**src/rtl/game_pkg.sv**
```systemverilog
// rtl/game_pkg.sv - shared screen geometry, widths, lifecycle states and per-half kinematic record
package game_pkg;
    localparam int SCREEN_W = 1024;
    localparam int SCREEN_H = 768;
    localparam int X_W      = 11;
    localparam int Y_W      = 12;
    localparam int V_W      = 7;

    typedef enum logic [1:0] {
        ST_WAIT   = 2'd0,
        ST_FLYING = 2'd1,
        ST_SPLIT  = 2'd2,
        ST_GONE   = 2'd3
    } veg_state_e;

    typedef struct packed {
        logic        [X_W-1:0] x;
        logic signed [Y_W-1:0] y;
        logic signed [V_W-1:0] vx;
        logic signed [V_W-1:0] vy;
    } half_t;
endpackage

```
**src/rtl/veggie_lifecycle_ctrl_if.sv**
```systemverilog
// rtl/veggie_lifecycle_ctrl_if.sv - frame/katana/LFSR inputs and sprite/event outputs of the veggie controller
interface veggie_lifecycle_ctrl_if;
    import game_pkg::*;

    logic           frame_done_in;
    logic [X_W-1:0] katana_x;
    logic [9:0]     katana_y;
    logic [15:0]    random_in;
    logic [X_W-1:0] top_x_out;
    logic [X_W-1:0] bottom_x_out;
    logic [9:0]     top_y_out;
    logic [9:0]     bottom_y_out;
    logic           visible_out;
    logic           split_out;
    logic           veggie_gone_out;
    logic           hit_pulse_out;
    logic           miss_pulse_out;
    logic [1:0]     state_out;

    modport master (
        input  frame_done_in, katana_x, katana_y, random_in,
        output top_x_out, bottom_x_out, top_y_out, bottom_y_out, visible_out,
               split_out, veggie_gone_out, hit_pulse_out, miss_pulse_out, state_out
    );

    modport slave (
        output frame_done_in, katana_x, katana_y, random_in,
        input  top_x_out, bottom_x_out, top_y_out, bottom_y_out, visible_out,
               split_out, veggie_gone_out, hit_pulse_out, miss_pulse_out, state_out
    );
endinterface

```
**src/rtl/veggie_kinematics.sv**
```systemverilog
// rtl/veggie_kinematics.sv - one veggie half: position/velocity integrator with load, split kick and saturating gravity
module veggie_kinematics
    import game_pkg::*;
#(
    parameter int MAX_VY = 15
) (
    input  logic                  clk_in,
    input  logic                  rst_in,
    input  logic                  load_in,
    input  half_t                 load_val,
    input  logic                  step_in,
    input  logic                  kick_in,
    input  logic signed [V_W-1:0] kick_dvx,
    input  logic signed [V_W-1:0] kick_dvy,
    input  logic                  grav_tick_in,
    output logic        [X_W-1:0] x_out,
    output logic signed [Y_W-1:0] y_out,
    output logic signed [V_W-1:0] vy_out,
    output logic signed [Y_W-1:0] y_next
);
    localparam logic signed [V_W-1:0] VY_MAX   = V_W'(MAX_VY);
    localparam logic signed [V_W:0]   VY_MAX_W = (V_W+1)'(MAX_VY);

    half_t                 half_q;
    half_t                 half_d;
    logic signed [V_W:0]   vy_sum;
    logic signed [V_W-1:0] vx_k;
    logic signed [V_W-1:0] vy_k;
    logic signed [V_W-1:0] vy_g;

    // Motion on a kick frame uses the kicked velocities; gravity lands after the move.
    always_comb begin
        vy_sum = {half_q.vy[V_W-1], half_q.vy} + {kick_dvy[V_W-1], kick_dvy};
        vx_k   = half_q.vx;
        vy_k   = half_q.vy;
        if (kick_in) begin
            vx_k = half_q.vx + kick_dvx;
            vy_k = (vy_sum > VY_MAX_W) ? VY_MAX : vy_sum[V_W-1:0];
        end
        vy_g   = (grav_tick_in && (vy_k < VY_MAX)) ? vy_k + 7'sd1 : vy_k;
        half_d = half_q;
        if (load_in) begin
            half_d = load_val;
        end else if (step_in) begin
            half_d.x  = half_q.x + {{(X_W-V_W){vx_k[V_W-1]}}, vx_k};
            half_d.y  = half_q.y + {{(Y_W-V_W){vy_k[V_W-1]}}, vy_k};
            half_d.vx = vx_k;
            half_d.vy = vy_g;
        end
    end

    always_ff @(posedge clk_in or negedge rst_in) begin
        if (!rst_in) begin
            half_q <= '0;
        end else begin
            half_q <= half_d;
        end
    end

    assign x_out  = half_q.x;
    assign y_out  = half_q.y;
    assign vy_out = half_q.vy;
    assign y_next = half_d.y;
endmodule

```
**src/rtl/veggie_lifecycle_ctrl.sv**
```systemverilog
// rtl/veggie_lifecycle_ctrl.sv - veggie spawn/flight/split/removal sequencer stepped on frame boundaries
// RANDOM_SPAWN_EN: spawn x/vx taken from random_in; otherwise fixed x with zero vx.
module veggie_lifecycle_ctrl
    import game_pkg::*;
#(
    parameter int VEG_W         = 128,
    parameter int VEG_H         = 128,
    parameter int LAUNCH_VY     = 20,
    parameter int MAX_VY        = 15,
    parameter int GRAV_DIV      = 2,
    parameter int SPAWN_DELAY   = 30,
    parameter int SPLIT_DX      = 2,
    parameter int FIXED_SPAWN_X = 448
) (
    input  logic clk_in,
    input  logic rst_in,
    veggie_lifecycle_ctrl_if.master bus
);
    localparam int FC_W = $clog2(SPAWN_DELAY + 1);
    localparam int GC_W = $clog2(GRAV_DIV + 1);
    localparam logic signed [V_W-1:0] DX     = V_W'(SPLIT_DX);
    localparam logic signed [V_W-1:0] DVY    = 7'sd2;
    localparam logic signed [Y_W-1:0] EXIT_Y = Y_W'(SCREEN_H);

    veg_state_e            state_q, state_d;
    logic [FC_W-1:0]       frame_cnt_q, frame_cnt_d;
    logic [GC_W-1:0]       grav_cnt_q, grav_cnt_d;
    logic                  hit_q, miss_q, gone_q, split_q, visible_q;
    logic                  hit_d, miss_d, gone_d, visible_d;
    logic                  load, step, kick, grav_tick, hit, exit_top, exit_bot;
    half_t                 spawn;
    logic        [X_W-1:0] top_x, bot_x;
    logic signed [Y_W-1:0] top_y, bot_y, top_y_d, bot_y_d;
    logic signed [V_W-1:0] top_vy, bot_vy;
    logic        [X_W:0]   kx_w, x_w;
    logic signed [Y_W:0]   ky_s, y_s;
    logic                  unused_cfg;

    always_comb begin
        spawn.y  = Y_W'(SCREEN_H - VEG_H);
        spawn.vy = V_W'(-LAUNCH_VY);
`ifdef RANDOM_SPAWN_EN
        spawn.x  = X_W'(128) + {2'b00, bus.random_in[8:0]};
        spawn.vx = {4'b0000, bus.random_in[11:9]} - V_W'(4);
`else
        spawn.x  = X_W'(FIXED_SPAWN_X);
        spawn.vx = '0;
`endif
    end

`ifdef RANDOM_SPAWN_EN
    assign unused_cfg = ^{bus.random_in[15:12], X_W'(FIXED_SPAWN_X)};
`else
    assign unused_cfg = ^bus.random_in;
`endif

    veggie_kinematics #(.MAX_VY(MAX_VY)) u_top (
        .clk_in(clk_in), .rst_in(rst_in), .load_in(load), .load_val(spawn),
        .step_in(step), .kick_in(kick), .kick_dvx(-DX), .kick_dvy(-DVY),
        .grav_tick_in(grav_tick), .x_out(top_x), .y_out(top_y), .vy_out(top_vy), .y_next(top_y_d)
    );

    veggie_kinematics #(.MAX_VY(MAX_VY)) u_bottom (
        .clk_in(clk_in), .rst_in(rst_in), .load_in(load), .load_val(spawn),
        .step_in(step), .kick_in(kick), .kick_dvx(DX), .kick_dvy(DVY),
        .grav_tick_in(grav_tick), .x_out(bot_x), .y_out(bot_y), .vy_out(bot_vy), .y_next(bot_y_d)
    );

    // Hit box is tested on the pre-move position; x is widened so the box may extend past 2047.
    assign kx_w      = {1'b0, bus.katana_x};
    assign x_w       = {1'b0, top_x};
    assign ky_s      = {3'b000, bus.katana_y};
    assign y_s       = {top_y[Y_W-1], top_y};
    assign hit       = (x_w <= kx_w) && (kx_w < x_w + (X_W+1)'(VEG_W)) &&
                       (y_s <= ky_s) && (ky_s < y_s + (Y_W+1)'(VEG_H));
    assign exit_top  = (top_vy > 7'sd0) && (top_y >= EXIT_Y);
    assign exit_bot  = (bot_vy > 7'sd0) && (bot_y >= EXIT_Y);
    assign grav_tick = (grav_cnt_q == GC_W'(GRAV_DIV - 1));

    always_comb begin
        state_d     = state_q;
        frame_cnt_d = frame_cnt_q;
        grav_cnt_d  = grav_cnt_q;
        load        = 1'b0;
        step        = 1'b0;
        kick        = 1'b0;
        hit_d       = 1'b0;
        miss_d      = 1'b0;
        gone_d      = 1'b0;
        case (state_q)
            ST_WAIT: if (bus.frame_done_in) begin
                if (frame_cnt_q == FC_W'(SPAWN_DELAY - 1)) begin
                    load        = 1'b1;
                    frame_cnt_d = '0;
                    grav_cnt_d  = '0;
                    state_d     = ST_FLYING;
                end else begin
                    frame_cnt_d = frame_cnt_q + 1'b1;
                end
            end
            ST_FLYING, ST_SPLIT: if (bus.frame_done_in) begin
                step       = 1'b1;
                grav_cnt_d = grav_tick ? '0 : grav_cnt_q + 1'b1;
                if (state_q == ST_FLYING && hit) begin
                    kick    = 1'b1;
                    hit_d   = 1'b1;
                    state_d = ST_SPLIT;
                end else if (state_q == ST_FLYING && exit_top) begin
                    miss_d  = 1'b1;
                    gone_d  = 1'b1;
                    state_d = ST_GONE;
                end else if (state_q == ST_SPLIT && exit_top && exit_bot) begin
                    gone_d  = 1'b1;
                    state_d = ST_GONE;
                end
            end
            ST_GONE: begin
                state_d     = ST_WAIT;
                frame_cnt_d = '0;
            end
            default: state_d = ST_WAIT;
        endcase
        visible_d = ((state_d == ST_FLYING) || (state_d == ST_SPLIT)) &&
                    (!top_y_d[Y_W-1] || !bot_y_d[Y_W-1]);
    end

    always_ff @(posedge clk_in or negedge rst_in) begin
        if (!rst_in) begin
            state_q     <= ST_WAIT;
            frame_cnt_q <= '0;
            grav_cnt_q  <= '0;
            hit_q       <= 1'b0;
            miss_q      <= 1'b0;
            gone_q      <= 1'b0;
            split_q     <= 1'b0;
            visible_q   <= 1'b0;
        end else begin
            state_q     <= state_d;
            frame_cnt_q <= frame_cnt_d;
            grav_cnt_q  <= grav_cnt_d;
            hit_q       <= hit_d;
            miss_q      <= miss_d;
            gone_q      <= gone_d;
            split_q     <= (state_d == ST_SPLIT);
            visible_q   <= visible_d;
        end
    end

    assign bus.top_x_out       = top_x;
    assign bus.bottom_x_out    = bot_x;
    assign bus.top_y_out       = top_y[9:0];
    assign bus.bottom_y_out    = bot_y[9:0];
    assign bus.visible_out     = visible_q;
    assign bus.split_out       = split_q;
    assign bus.veggie_gone_out = gone_q;
    assign bus.hit_pulse_out   = hit_q;
    assign bus.miss_pulse_out  = miss_q;
    assign bus.state_out       = state_q;
endmodule
```
**src/flat_wrapper.sv**
```systemverilog
// flat-port wrapper written by rule: the top's interface ports become plain ports
module veggie_lifecycle_ctrl_flat import game_pkg::*;
#(
    parameter int VEG_W         = 128,
    parameter int VEG_H         = 128,
    parameter int LAUNCH_VY     = 20,
    parameter int MAX_VY        = 15,
    parameter int GRAV_DIV      = 2,
    parameter int SPAWN_DELAY   = 30,
    parameter int SPLIT_DX      = 2,
    parameter int FIXED_SPAWN_X = 448
)
  (clk_in, rst_in, bus_frame_done_in, bus_katana_x, bus_katana_y, bus_random_in, bus_top_x_out, bus_bottom_x_out, bus_top_y_out, bus_bottom_y_out, bus_visible_out, bus_split_out, bus_veggie_gone_out, bus_hit_pulse_out, bus_miss_pulse_out, bus_state_out);
  veggie_lifecycle_ctrl_if bus_i ();
  input  logic clk_in;
  input  logic rst_in;
  input wire logic [$bits(bus_i.frame_done_in)-1:0] bus_frame_done_in;
  input wire logic [$bits(bus_i.katana_x)-1:0] bus_katana_x;
  input wire logic [$bits(bus_i.katana_y)-1:0] bus_katana_y;
  input wire logic [$bits(bus_i.random_in)-1:0] bus_random_in;
  output wire logic [$bits(bus_i.top_x_out)-1:0] bus_top_x_out;
  output wire logic [$bits(bus_i.bottom_x_out)-1:0] bus_bottom_x_out;
  output wire logic [$bits(bus_i.top_y_out)-1:0] bus_top_y_out;
  output wire logic [$bits(bus_i.bottom_y_out)-1:0] bus_bottom_y_out;
  output wire logic [$bits(bus_i.visible_out)-1:0] bus_visible_out;
  output wire logic [$bits(bus_i.split_out)-1:0] bus_split_out;
  output wire logic [$bits(bus_i.veggie_gone_out)-1:0] bus_veggie_gone_out;
  output wire logic [$bits(bus_i.hit_pulse_out)-1:0] bus_hit_pulse_out;
  output wire logic [$bits(bus_i.miss_pulse_out)-1:0] bus_miss_pulse_out;
  output wire logic [$bits(bus_i.state_out)-1:0] bus_state_out;
  assign bus_i.frame_done_in = bus_frame_done_in;
  assign bus_i.katana_x = bus_katana_x;
  assign bus_i.katana_y = bus_katana_y;
  assign bus_i.random_in = bus_random_in;
  assign bus_top_x_out = bus_i.top_x_out;
  assign bus_bottom_x_out = bus_i.bottom_x_out;
  assign bus_top_y_out = bus_i.top_y_out;
  assign bus_bottom_y_out = bus_i.bottom_y_out;
  assign bus_visible_out = bus_i.visible_out;
  assign bus_split_out = bus_i.split_out;
  assign bus_veggie_gone_out = bus_i.veggie_gone_out;
  assign bus_hit_pulse_out = bus_i.hit_pulse_out;
  assign bus_miss_pulse_out = bus_i.miss_pulse_out;
  assign bus_state_out = bus_i.state_out;
  veggie_lifecycle_ctrl #(.VEG_W(VEG_W), .VEG_H(VEG_H), .LAUNCH_VY(LAUNCH_VY), .MAX_VY(MAX_VY), .GRAV_DIV(GRAV_DIV), .SPAWN_DELAY(SPAWN_DELAY), .SPLIT_DX(SPLIT_DX), .FIXED_SPAWN_X(FIXED_SPAWN_X)) u_core (.clk_in(clk_in), .rst_in(rst_in), .bus(bus_i));
endmodule
```
**config.mk**
```make
export PLATFORM = sky130hd
export DESIGN_NAME = veggie_lifecycle_ctrl_flat
export DESIGN_NICKNAME = d
export VERILOG_FILES = /design/src/rtl/game_pkg.sv /design/src/rtl/veggie_lifecycle_ctrl_if.sv /design/src/rtl/veggie_kinematics.sv /design/src/rtl/veggie_lifecycle_ctrl.sv /design/src/flat_wrapper.sv
export SDC_FILE = /design/constraint.sdc
export NUM_CORES = 1
export LEC_CHECK = 0
export CAP_MARGIN = 20
export CORE_MARGIN = 1.5
export CORE_UTILIZATION = 47
export DETAILED_ROUTE_END_ITERATION = 12
export PLACE_DENSITY = 0.76
export SLEW_MARGIN = 15
export SYNTH_ARGS = -nofsm -noshare
export SYNTH_HDL_FRONTEND = slang
export SYNTH_SLANG_ARGS = --single-unit
```
**constraint.sdc**
```tcl
create_clock -name clk_in -period 6.5 [get_ports clk_in]
set_clock_uncertainty 0.1 [all_clocks]
set_input_delay 0.975 -clock clk_in [delete_from_list [all_inputs] [get_ports clk_in]]
set_output_delay 0.975 -clock clk_in [all_outputs]
set_load 0.01 [all_outputs]
```
==> results of run 1 <==
## worst max-delay path, cell delays in order
cell and delay, ns:
clkdlybuf4s50_1 0.48, inv_1 0.05, ha_1 0.29, a211oi_1 0.21, nor2_1 0.10, a2111oi_2 0.44
buf_4 0.18, o211ai_1 0.11, buf_4 0.18, or2_2 0.30, nor4_1 0.35, nand2_1 0.11
o21ai_0 0.21, ha_1 0.34, a211oi_1 0.29, o21bai_1 0.16, a21o_1 0.20, a21oi_1 0.20
o2111ai_1 0.15, o211a_1 0.16, and3_1 0.18, o21ai_0 0.21, mux2i_1 0.21, buf_4 0.15
a21oi_1 0.06
## per-stage QoR
| step | hold WS, ns | cells | setup slack [ns] |
|---|---|---|---|
| after floorplan | 0.355 | 913 | 0.453 |
| after global placement | 0.372 | 1175 | -0.233 |
| after detailed placement | 0.378 | 1175 | -0.340 |
| after CTS | 0.399 | 1191 | 0.0394 |
| after global routing | 0.414 | 1191 | 0.0430 |
| final | 0.395 | 1191 | 0.350 |
## registers in the layout, indices dropped and copies added, names as in the netlist
name and cells:
u_core.u_top.y_out 12, u_core.bus.state_out 2, u_core.bus.veggie_gone_out 1, u_core.u_top.half_q 6, u_core.u_bottom.half_q 6, u_core.bus.visible_out 1
u_core.bus.split_out 1, u_core.u_bottom.x_out 11, u_core.grav_cnt_q 2, u_core.u_bottom.vy_out 7, u_core.u_bottom.y_out 12, u_core.u_top.x_out 11
u_core.bus.hit_pulse_out 1, u_core.frame_cnt_q 5, u_core.bus.miss_pulse_out 1, u_core.u_top.vy_out 7
## final cells by class
class | count | area, um^2 | share of cell area (%)
Clock inverter | 7 | 73.8 | 0.835
Sequential cell | 86 | 2150 | 24.3
Timing Repair Buffer | 120 | 1080 | 12.2
Tap cell | 216 | 270 | 3.06
Clock buffer | 9 | 225 | 2.55
Multi-Input combinational cell | 688 | 4800 | 54.3
Inverter | 65 | 244 | 2.76
## report_power, final
part           internal, uW  total [uW]  switching (uW)
clock network           299         531             232
registers               743        1020             282
logic                  1200        2540            1340
## cell usage in the layout (no fill, tap or decap), types with 7 or more instances in the layout
cell,n
nand2_1,100
ha_1,97
dfrtp_1,86
a21oi_1,83
clkdlybuf4s50_1,71
inv_1,65
nor2_1,53
buf_4,49
o21ai_0,40
nand3_1,35
xnor2_1,33
and2_1,19
a21o_1,17
xor2_1,15
a211oi_1,14
nor3_1,12
o211ai_1,11
a31oi_1,11
nor2b_1,9
mux2i_1,9
clkbuf_16,9
or4_1,7
nand4_1,7
o31ai_1,7
o21bai_1,7
## metal layers
metal,vias to the layer above,global-route usage (%)
met2,147,36.9
met5,-,0
met3,32,3.54
met1,3165,29.0
met4,0,8.47
li1,3310,-
## worst max path at each step
stage / from / slack, ns / endpoint
final: bus_katana_x[8] / 0.35 / u_core.bus.visible_out$_DFF_PN0_
after CTS: bus_katana_x[8] / 0.04 / u_core.u_bottom.y_out[11]$_DFF_PN0_
after global placement: bus_katana_x[8] / -0.23 / u_core.u_bottom.y_out[11]$_DFF_PN0_
after global routing: bus_katana_x[8] / 0.04 / u_core.bus.visible_out$_DFF_PN0_
after detailed placement: bus_katana_x[8] / -0.34 / u_core.u_bottom.y_out[11]$_DFF_PN0_
after floorplan: bus_katana_y[7] / 0.45 / u_core.u_bottom.y_out[11]$_DFF_PN0_
## cell families (layout without fill, tap and decap cells)
group / count (synthesis) / in the layout / synth area share [%]
flip-flops: 86 / 86 / 28.2
AO/OA/AOI/OAI: 232 / 232 / 19.6
AND/OR/NAND/NOR: 298 / 298 / 19.5
multiplexers: 11 / 11 / 1.47
buffers and inverters: 139 / 201 / 9.26
adder cells (fa/ha/maj): 99 / 99 / 16.4
XOR/XNOR: 48 / 48 / 5.51
==> impl_metrics.env, run 1 <==
export IMPL_r2r_start="u_core.u_top.x_out[7]$_DFFE_PN0P_"
export IMPL_cts_buffers=9
export IMPL_synth_seq_cells=86
export IMPL_dieWidth_um=130
export IMPL_rr_endpoint="u_core.u_bottom.x_out[10]$_DFFE_PN0P_"
export IMPL_yosys_area_top_type="dfrtp_1"
export IMPL_rows=46
export IMPL_yosysMostFrequentCell="nand2_1"
export IMPL_r2r_cells=23
export IMPL_synth_area_per_cell_um2=8.36
export IMPL_tightest_slew_ns=1.12
export IMPL_ctsHoldBuffers=0
export IMPL_grt_max_degree=69
export IMPL_core_area_mm2=0.0159
export IMPL_wirelength_um=18200
export IMPL_wl_per_cell_um=15.3
export IMPL_grt_antenna_before_repair=0
export IMPL_grt_pass1_wl_um=29900
export IMPL_worstPathMaxFanout=3
export IMPL_initial_utilization_pct=48.1
export IMPL_grt_pass1_vias=6351
export IMPL_wirelength_met1_um=8580
export IMPL_cap_violations=0
export IMPL_final_util_pct=55.7
export IMPL_clock_path_buffers=2
export IMPL_top_layer_used="met4"
export IMPL_power_leakage_uw=0.00411
export IMPL_post_cts_setup_buffers=0
export IMPL_cts_root_buf="clkbuf_16"
export IMPL_fin_total_pwr_uw=4090
export IMPL_yosysTopAreaCellShare_pct=28.2
export IMPL_fin_area_mm2=0.00884
export IMPL_ir_drop_v=0.000226
export IMPL_post_dp_hpwl_um=13200
export IMPL_finalHoldViolations=0
export IMPL_drtPass1Iterations=5
export IMPL_ios=89
export IMPL_wl_met2_um=8500
export IMPL_final_nets=1109
export IMPL_gr_usage_all_layers_pct=22.1
export IMPL_fin_crit_sh_pct=94.6
export IMPL_place_gp_congestion=0.935
export IMPL_rsz0062_at_grt="false"
export IMPL_synth_edff_count=0
export IMPL_outcome="complete, no violations"
export IMPL_clk_latency_ns=0.35
export IMPL_critical_path_required_ns=6.64
export IMPL_setup_viol=0
export IMPL_path_clk_slew_ns=0.07
export IMPL_dpl_instance_area_mm2=0.00853
export IMPL_startpoint_type="input port"
export IMPL_route_vias_total=6654
export IMPL_finalMaxSlewViolations=0
export IMPL_met3_length_um=690
export IMPL_synth_cells=913
export IMPL_htreeDepth=3
export IMPL_syn_area_mm2=0.00763
export IMPL_ys_warn_count=0
export IMPL_critPathKind="input port to register"
export IMPL_end_kind="register"
export IMPL_synth_fp_nets=1052
export IMPL_hp_class="input port to async pin"
export IMPL_clkSinkCount=86
export IMPL_power_density_mw_per_mm2=463
export IMPL_ys_top_cells_by_count="nand2_1 (101), ha_1 (97), dfrtp_1 (86), a21oi_1 (83), inv_1 (65)"
export IMPL_yosysUniqueCellTypes=70
export IMPL_drive_gt1_share_pct=9.33
export IMPL_fmax_mhz=163
export IMPL_ys_seq_area_share_pct=28.2
export IMPL_relSlewSlack_pct=25.6
export IMPL_fin_tns_setup_ns=0
export IMPL_async_flop_share_pct=100
export IMPL_drc=0
export IMPL_die_h_um=130
export IMPL_synth_area_top_cells="dfrtp_1 (28%), ha_1 (16%), a21oi_1 (5.4%)"
export IMPL_cts_tree="yes"
export IMPL_final_antenna_net_count=0
export IMPL_grt_ovfl_total=0
export IMPL_diodes=0
export IMPL_finalCriticalPeriod_ns=6.15
export IMPL_numPortBuffers=72
export IMPL_drt_initial_drc_count=473
export IMPL_worst_r2r_setup_slack_ns=0.92
export IMPL_post_cts_resize_count=0
export IMPL_viasPerCell=5.59
export IMPL_cp_data_arrival_time_ns=6.29
export IMPL_fill_cells=1472
export IMPL_area_growth_pct=15.8
export IMPL_yosys_most_used_dff="dfrtp_1"
export IMPL_die_area_mm2=0.0170
No activity file was read; power rests on OpenSTA's default activity.
==> inputs of run 2 (changes only) <==
--- a/config.mk
+++ b/config.mk
@@ -5,11 +5,12 @@
 export SDC_FILE = /design/constraint.sdc
 export NUM_CORES = 1
 export LEC_CHECK = 0
+export ABC_AREA = 1
 export CAP_MARGIN = 20
 export CORE_MARGIN = 1.5
 export CORE_UTILIZATION = 47
 export DETAILED_ROUTE_END_ITERATION = 12
-export PLACE_DENSITY = 0.76
+export PLACE_DENSITY = 0.75
 export SLEW_MARGIN = 15
 export SYNTH_ARGS = -nofsm -noshare
 export SYNTH_HDL_FRONTEND = slang
==> impl_metrics.env, run 2 <==
export IMPL_die_area_mm2=0.0174
export IMPL_slowest_delay_ns=0.49
export IMPL_grt_antenna_before_repair=0
export IMPL_power_leakage_uw=0.00454
export IMPL_final_nets=1252
export IMPL_grt_pass1_vias=6619
export IMPL_cap_violations=0
export IMPL_synth_area_top_cells="dfrtp_1 (28%), ha_1 (16%), nand2_1 (12%)"
export IMPL_crit_slowest_cell="clkdlybuf4s50_1"
export IMPL_yosysTopAreaCellShare_pct=27.6
export IMPL_synth_cells=1083
export IMPL_synth_area_per_cell_um2=7.20
export IMPL_fin_area_mm2=0.00873
export IMPL_synth_compound_area_share_pct=12.7
export IMPL_synth_simple_area_share_pct=26.6
export IMPL_ctsHoldBuffers=0
export IMPL_place_gp_congestion=0.915
export IMPL_p_int_uw=2160
export IMPL_cp_data_arrival_time_ns=5.63
export IMPL_synthMuxAreaShare_pct=0
export IMPL_rows=46
export IMPL_cts_tree="yes"
export IMPL_route_vias_total=6873
export IMPL_grt_pass1_wl_um=30800
export IMPL_setup_viol=0
export IMPL_ir_drop_v=0.000181
export IMPL_drtPass1Iterations=5
export IMPL_outcome="complete, no violations"
export IMPL_clkSinkCount=86
export IMPL_fin_tns_setup_ns=0
export IMPL_htreeDepth=3
export IMPL_yosys_area_share_adder_pct=16.1
export IMPL_setup_slack_ns=0.969
export IMPL_gr_usage_all_layers_pct=21.3
export IMPL_worst_path_buf_inv=8
export IMPL_diodes=0
export IMPL_switchingPower_uw=1990
export IMPL_synth_fp_nets=1222
export IMPL_final_common_cell="nand2_1"
export IMPL_wirelength_um=17700
export IMPL_final_antenna_net_count=0
export IMPL_viasPerCell=5.15
export IMPL_synth_edff_count=0
export IMPL_yosys_most_used_dff="dfrtp_1"
export IMPL_synth_top_family_by_area="simple AND/OR/NAND/NOR gates"
export IMPL_ios=89
export IMPL_critPathKind="input port to register"
export IMPL_ys_seq_area_share_pct=27.6
export IMPL_dpl_instance_area_mm2=0.00844
export IMPL_clk_latency_ns=0.34
export IMPL_initial_utilization_pct=48.6
export IMPL_yosys_area_share_xor_xnor_pct=3.26
export IMPL_final_cell_mix="nand2_1 (240), inv_1 (169), ha_1 (97)"
export IMPL_yosys_area_top_type="dfrtp_1"
export IMPL_rsz0062_at_grt="false"
export IMPL_hp_class="input port to async pin"
export IMPL_synth_seq_cells=86
export IMPL_ys_top_cells_by_count="nand2_1 (240), inv_1 (169), ha_1 (97), nor2_1 (95), dfrtp_1 (86)"
export IMPL_grt_max_degree=73
export IMPL_r2r_start="u_core.u_top.x_out[9]$_DFFE_PN0P_"
export IMPL_power_share_clock_pct=12.4
export IMPL_dieWidth_um=132
export IMPL_area_growth_pct=11.9
export IMPL_finalHoldViolations=0
export IMPL_worstPathMaxFanout=19
export IMPL_numPortBuffers=72
export IMPL_finalCriticalPeriod_ns=5.53
export IMPL_post_dp_hpwl_um=13100
export IMPL_cp_startpoint="bus_katana_x[10]"
export IMPL_syn_area_mm2=0.00780
export IMPL_place_ws_ns=0.669
export IMPL_clock_path_buffers=2
export IMPL_drive_gt1_share_pct=6.35
export IMPL_fin_total_pwr_uw=4150
export IMPL_startpoint_type="input port"
export IMPL_fill_cells=1487
export IMPL_power_density_mw_per_mm2=475
export IMPL_finalMaxSlewViolations=0
export IMPL_cts_buffers=9
export IMPL_relSlewSlack_pct=38.2
export IMPL_async_flop_share_pct=100
export IMPL_critical_path_required_ns=6.60
export IMPL_ys_warn_count=0
export IMPL_seqPwrFrac_pct=24.8
export IMPL_cp_top_family="simple AND/OR/NAND/NOR gates"
export IMPL_core_area_mm2=0.0161
export IMPL_fin_crit_sh_pct=85.1
export IMPL_tightest_slew_ns=0.928
export IMPL_wl_per_cell_um=13.3
export IMPL_post_cts_setup_buffers=0
export IMPL_yosysMostFrequentCell="nand2_1"
export IMPL_end_kind="register"
export IMPL_fin_worst_hold_slack_ns=0.378
export IMPL_p_sw_share_pct=48.0
export IMPL_path_clk_slew_ns=0.06
export IMPL_yosysUniqueCellTypes=55
export IMPL_drt_initial_drc_count=366
export IMPL_drc=0
export IMPL_post_cts_resize_count=0
export IMPL_cts_root_buf="clkbuf_16"
export IMPL_die_h_um=132
export IMPL_fmax_mhz=181
export IMPL_p_comb_share_pct=62.7
export IMPL_grt_ovfl_total=0
==> run 2: worst register-to-register path: cells and delay by family, from the launching register on <==
kind	cells	cell delay (ns)
simple gates	17	1.96
compound gates	7	0.96
fa+ha+maj	2	0.67
buf+inv	4	0.61
flops	1	0.49
xor+xnor	1	0.16
==> run 2: stage by stage <==
stage | util [%] | std cells
detailed placement | 52.6 | 1318
CTS | 54.4 | 1334
global placement | 52.6 | 1318
floorplan | - | 1083
finish | 54.4 | 1334
global route | 54.4 | 1334
==> run 2: path summary, 6_finish.rpt <==
path                                                         end  slack, ns  depth (start not counted)
max reg2reg                u_core.u_bottom.y_out[10]$_DFFE_PN0P_       1.41                         31
min in group clk_in             u_core.grav_cnt_q[1]$_DFFE_PN0P_       0.40                          2
max in group asynchronous         u_core.bus.split_out$_DFF_PN0_       4.74                          2
min                         u_core.u_bottom.x_out[4]$_DFFE_PN0P_       0.38                          1
max                        u_core.u_bottom.y_out[10]$_DFFE_PN0P_       0.97                         33
min reg2reg                     u_core.grav_cnt_q[1]$_DFFE_PN0P_       0.40                          2
==> run 2: logic make-up after synthesis <==
group           after synthesis
fa+ha+maj                    99
flops                        86
simple gates                464
compound gates              168
xor+xnor                     29
buf+inv                     237
==> run 2: per-layer routing <==
layer / up-vias / routed length (um) / global-route usage [%]
met3: 19 / 842 / 3.31
met1: 3158 / 8210 / 27.7
met2: 156 / 8430 / 36.4
li1: 3540 / - / -
met4: 0 / 233 / 6.48
met5: - / 0 / 0
==> run 2: final cells by class <==
cell class	instances	area, um^2	share of cell area [%]
Inverter	177	664	7.61
Multi-Input combinational cell	760	4580	52.5
Clock buffer	13	250	2.87
Sequential cell	86	2150	24.6
Clock inverter	3	43.8	0.501
Tap cell	216	270	3.09
Timing Repair Buffer	79	771	8.83
==> run 2: power groups by stage <==
stage	Sequential, uW	Combinational, uW	Clock (uW)
global route	1070	3010	553
floorplan	957	2090	0
global placement	1030	2530	0
detailed placement	1040	2600	0
CTS	1030	2610	530
finish	1030	2600	517
==> inputs of run 3 (changes only) <==
--- a/config.mk
+++ b/config.mk
@@ -7,10 +7,12 @@
 export LEC_CHECK = 0
 export ABC_AREA = 1
 export CAP_MARGIN = 20
+export CORE_ASPECT_RATIO = 1.2
 export CORE_MARGIN = 1.5
 export CORE_UTILIZATION = 47
 export DETAILED_ROUTE_END_ITERATION = 12
 export PLACE_DENSITY = 0.75
+export REMOVE_ABC_BUFFERS = 1
 export SLEW_MARGIN = 15
 export SYNTH_ARGS = -nofsm -noshare
 export SYNTH_HDL_FRONTEND = slang
==> impl_metrics.env, run 3 (synthesis gave the netlist of run 2 again) <==
export IMPL_die_area_mm2=0.0174
export IMPL_ios=89
export IMPL_rr_endpoint="u_core.u_bottom.y_out[9]$_DFFE_PN0P_"
export IMPL_grt_max_degree=68
export IMPL_fin_total_pwr_uw=4230
export IMPL_drt_initial_drc_count=334
export IMPL_critical_path_required_ns=6.61
export IMPL_final_nets=1251
export IMPL_drtPass1Iterations=5
export IMPL_ctsHoldBuffers=0
export IMPL_crit_slowest_cell="clkdlybuf4s50_1"
export IMPL_clk_latency_ns=0.34
export IMPL_drc=0
export IMPL_grt_antenna_before_repair=0
export IMPL_area_growth_pct=12.4
export IMPL_cts_buffers=9
export IMPL_final_cell_mix="nand2_1 (240), inv_1 (169), ha_1 (97)"
export IMPL_ir_drop_v=0.000180
export IMPL_r2r_start="u_core.u_top.x_out[9]$_DFFE_PN0P_"
export IMPL_cts_tree="yes"
export IMPL_post_cts_resize_count=0
export IMPL_holdPathEnd="u_core.u_bottom.x_out[0]$_DFFE_PN0P_"
export IMPL_relSlewSlack_pct=34.0
export IMPL_outcome="complete, no violations"
export IMPL_cp_data_arrival_time_ns=5.68
export IMPL_clkSinkCount=86
export IMPL_multi_input_area_mm2=0.00458
export IMPL_fin_area_mm2=0.00877
export IMPL_dieWidth_um=121
export IMPL_grt_ovfl_total=0
export IMPL_setup_viol=0
export IMPL_rows=51
export IMPL_numPortBuffers=72
export IMPL_fin_crit_sh_pct=85.8
export IMPL_die_h_um=144
export IMPL_critPathKind="input port to register"
export IMPL_finalCriticalPeriod_ns=5.57
export IMPL_place_gp_congestion=0.888
export IMPL_dpl_instance_area_mm2=0.00842
export IMPL_cap_violations=0
export IMPL_hp_class="register to register"
export IMPL_finalMaxSlewViolations=0
export IMPL_end_kind="register"
export IMPL_diodes=0
export IMPL_final_util_pct=54.1
export IMPL_startpoint_type="input port"
export IMPL_whs_path_depth=2
export IMPL_regArea_mm2=0.00215
export IMPL_power_leakage_uw=0.00456
export IMPL_min_from="u_core.u_bottom.x_out[0]$_DFFE_PN0P_"
export IMPL_post_dp_hpwl_um=13500
export IMPL_path_clk_slew_ns=0.06
export IMPL_post_cts_setup_buffers=0
export IMPL_drive_gt1_share_pct=6.45
export IMPL_route_vias_total=6953
export IMPL_final_antenna_net_count=0
export IMPL_power_density_mw_per_mm2=483
export IMPL_wirelength_um=18100
export IMPL_final_common_cell="nand2_1"
export IMPL_gr_usage_all_layers_pct=21.6
export IMPL_initial_utilization_pct=48.1
export IMPL_fmax_mhz=179
export IMPL_cts_root_buf="clkbuf_16"
export IMPL_viasPerCell=5.23
export IMPL_core_area_mm2=0.0162
export IMPL_clock_path_buffers=2
export IMPL_worst_r2r_setup_slack_ns=1.35
export IMPL_fill_cells=1561
export IMPL_rsz0062_at_grt="false"
export IMPL_grt_pass1_vias=6778
export IMPL_finalHoldViolations=0
export IMPL_slowest_delay_ns=0.48
export IMPL_r2r_cells=30
export IMPL_grt_pass1_wl_um=30500
export IMPL_tightest_slew_ns=0.989
export IMPL_worstPathMaxFanout=19
export IMPL_fin_tns_setup_ns=0
export IMPL_htreeDepth=3
export IMPL_wl_per_cell_um=13.6
## run 3: critical path: cells and delay by family
kind,cells,cell delay [ns]
AND/OR/NAND/NOR,15,1.82
AO/OA/AOI/OAI,6,0.81
adder cells (fa/ha/maj),2,0.67
buffers and inverters,9,1.39
## run 3: per-stage QoR
stage | setup slack [ns] | cells | hold WS, ns
2_1_floorplan | 1.88 | 1023 | 0.371
3_3_place_gp | 0.745 | 1313 | 0.384
3_5_place_dp | 0.619 | 1313 | 0.384
4_1_cts | 0.966 | 1329 | 0.393
5_1_grt | 0.408 | 1329 | 0.413
6_report | 0.926 | 1329 | 0.391
## run 3: final cells by class
class                           instances  area share, %
Clock buffer                           12           3.04
Multi-Input combinational cell        760           52.2
Inverter                              177           7.58
Timing Repair Buffer                   78           8.70
Tap cell                              212           3.03
Clock inverter                          4          0.885
Sequential cell                        86           24.5
## run 3: worst max path at each step
stage	start	to	slack, ns	cells past startpoint
5_1_grt	bus_katana_x[7]	u_core.u_bottom.y_out[9]$_DFFE_PN0P_	0.41	32
3_3_place_gp	bus_katana_x[7]	u_core.u_bottom.y_out[9]$_DFFE_PN0P_	0.75	32
2_1_floorplan	bus_frame_done_in	u_core.u_bottom.y_out[9]$_DFFE_PN0P_	1.88	22
3_5_place_dp	bus_katana_x[7]	u_core.u_bottom.y_out[9]$_DFFE_PN0P_	0.62	32
6_report	bus_katana_x[7]	u_core.u_bottom.y_out[9]$_DFFE_PN0P_	0.93	32
4_1_cts	bus_katana_x[7]	u_core.u_bottom.y_out[9]$_DFFE_PN0P_	0.97	32
## run 3: power by group
group | total [uW] | internal [uW] | switching [uW]
Sequential | 1030 | 766 | 264
Combinational | 2610 | 1090 | 1520
Clock | 594 | 370 | 224
Total | 4230 | 2220 | 2010
## run 3: routing by layer
metal	track usage, %	part of all wire, %
met3	2.80	4.2
met1	25.0	42
met5	0	0
met4	9.91	2.6
met2	39.6	51
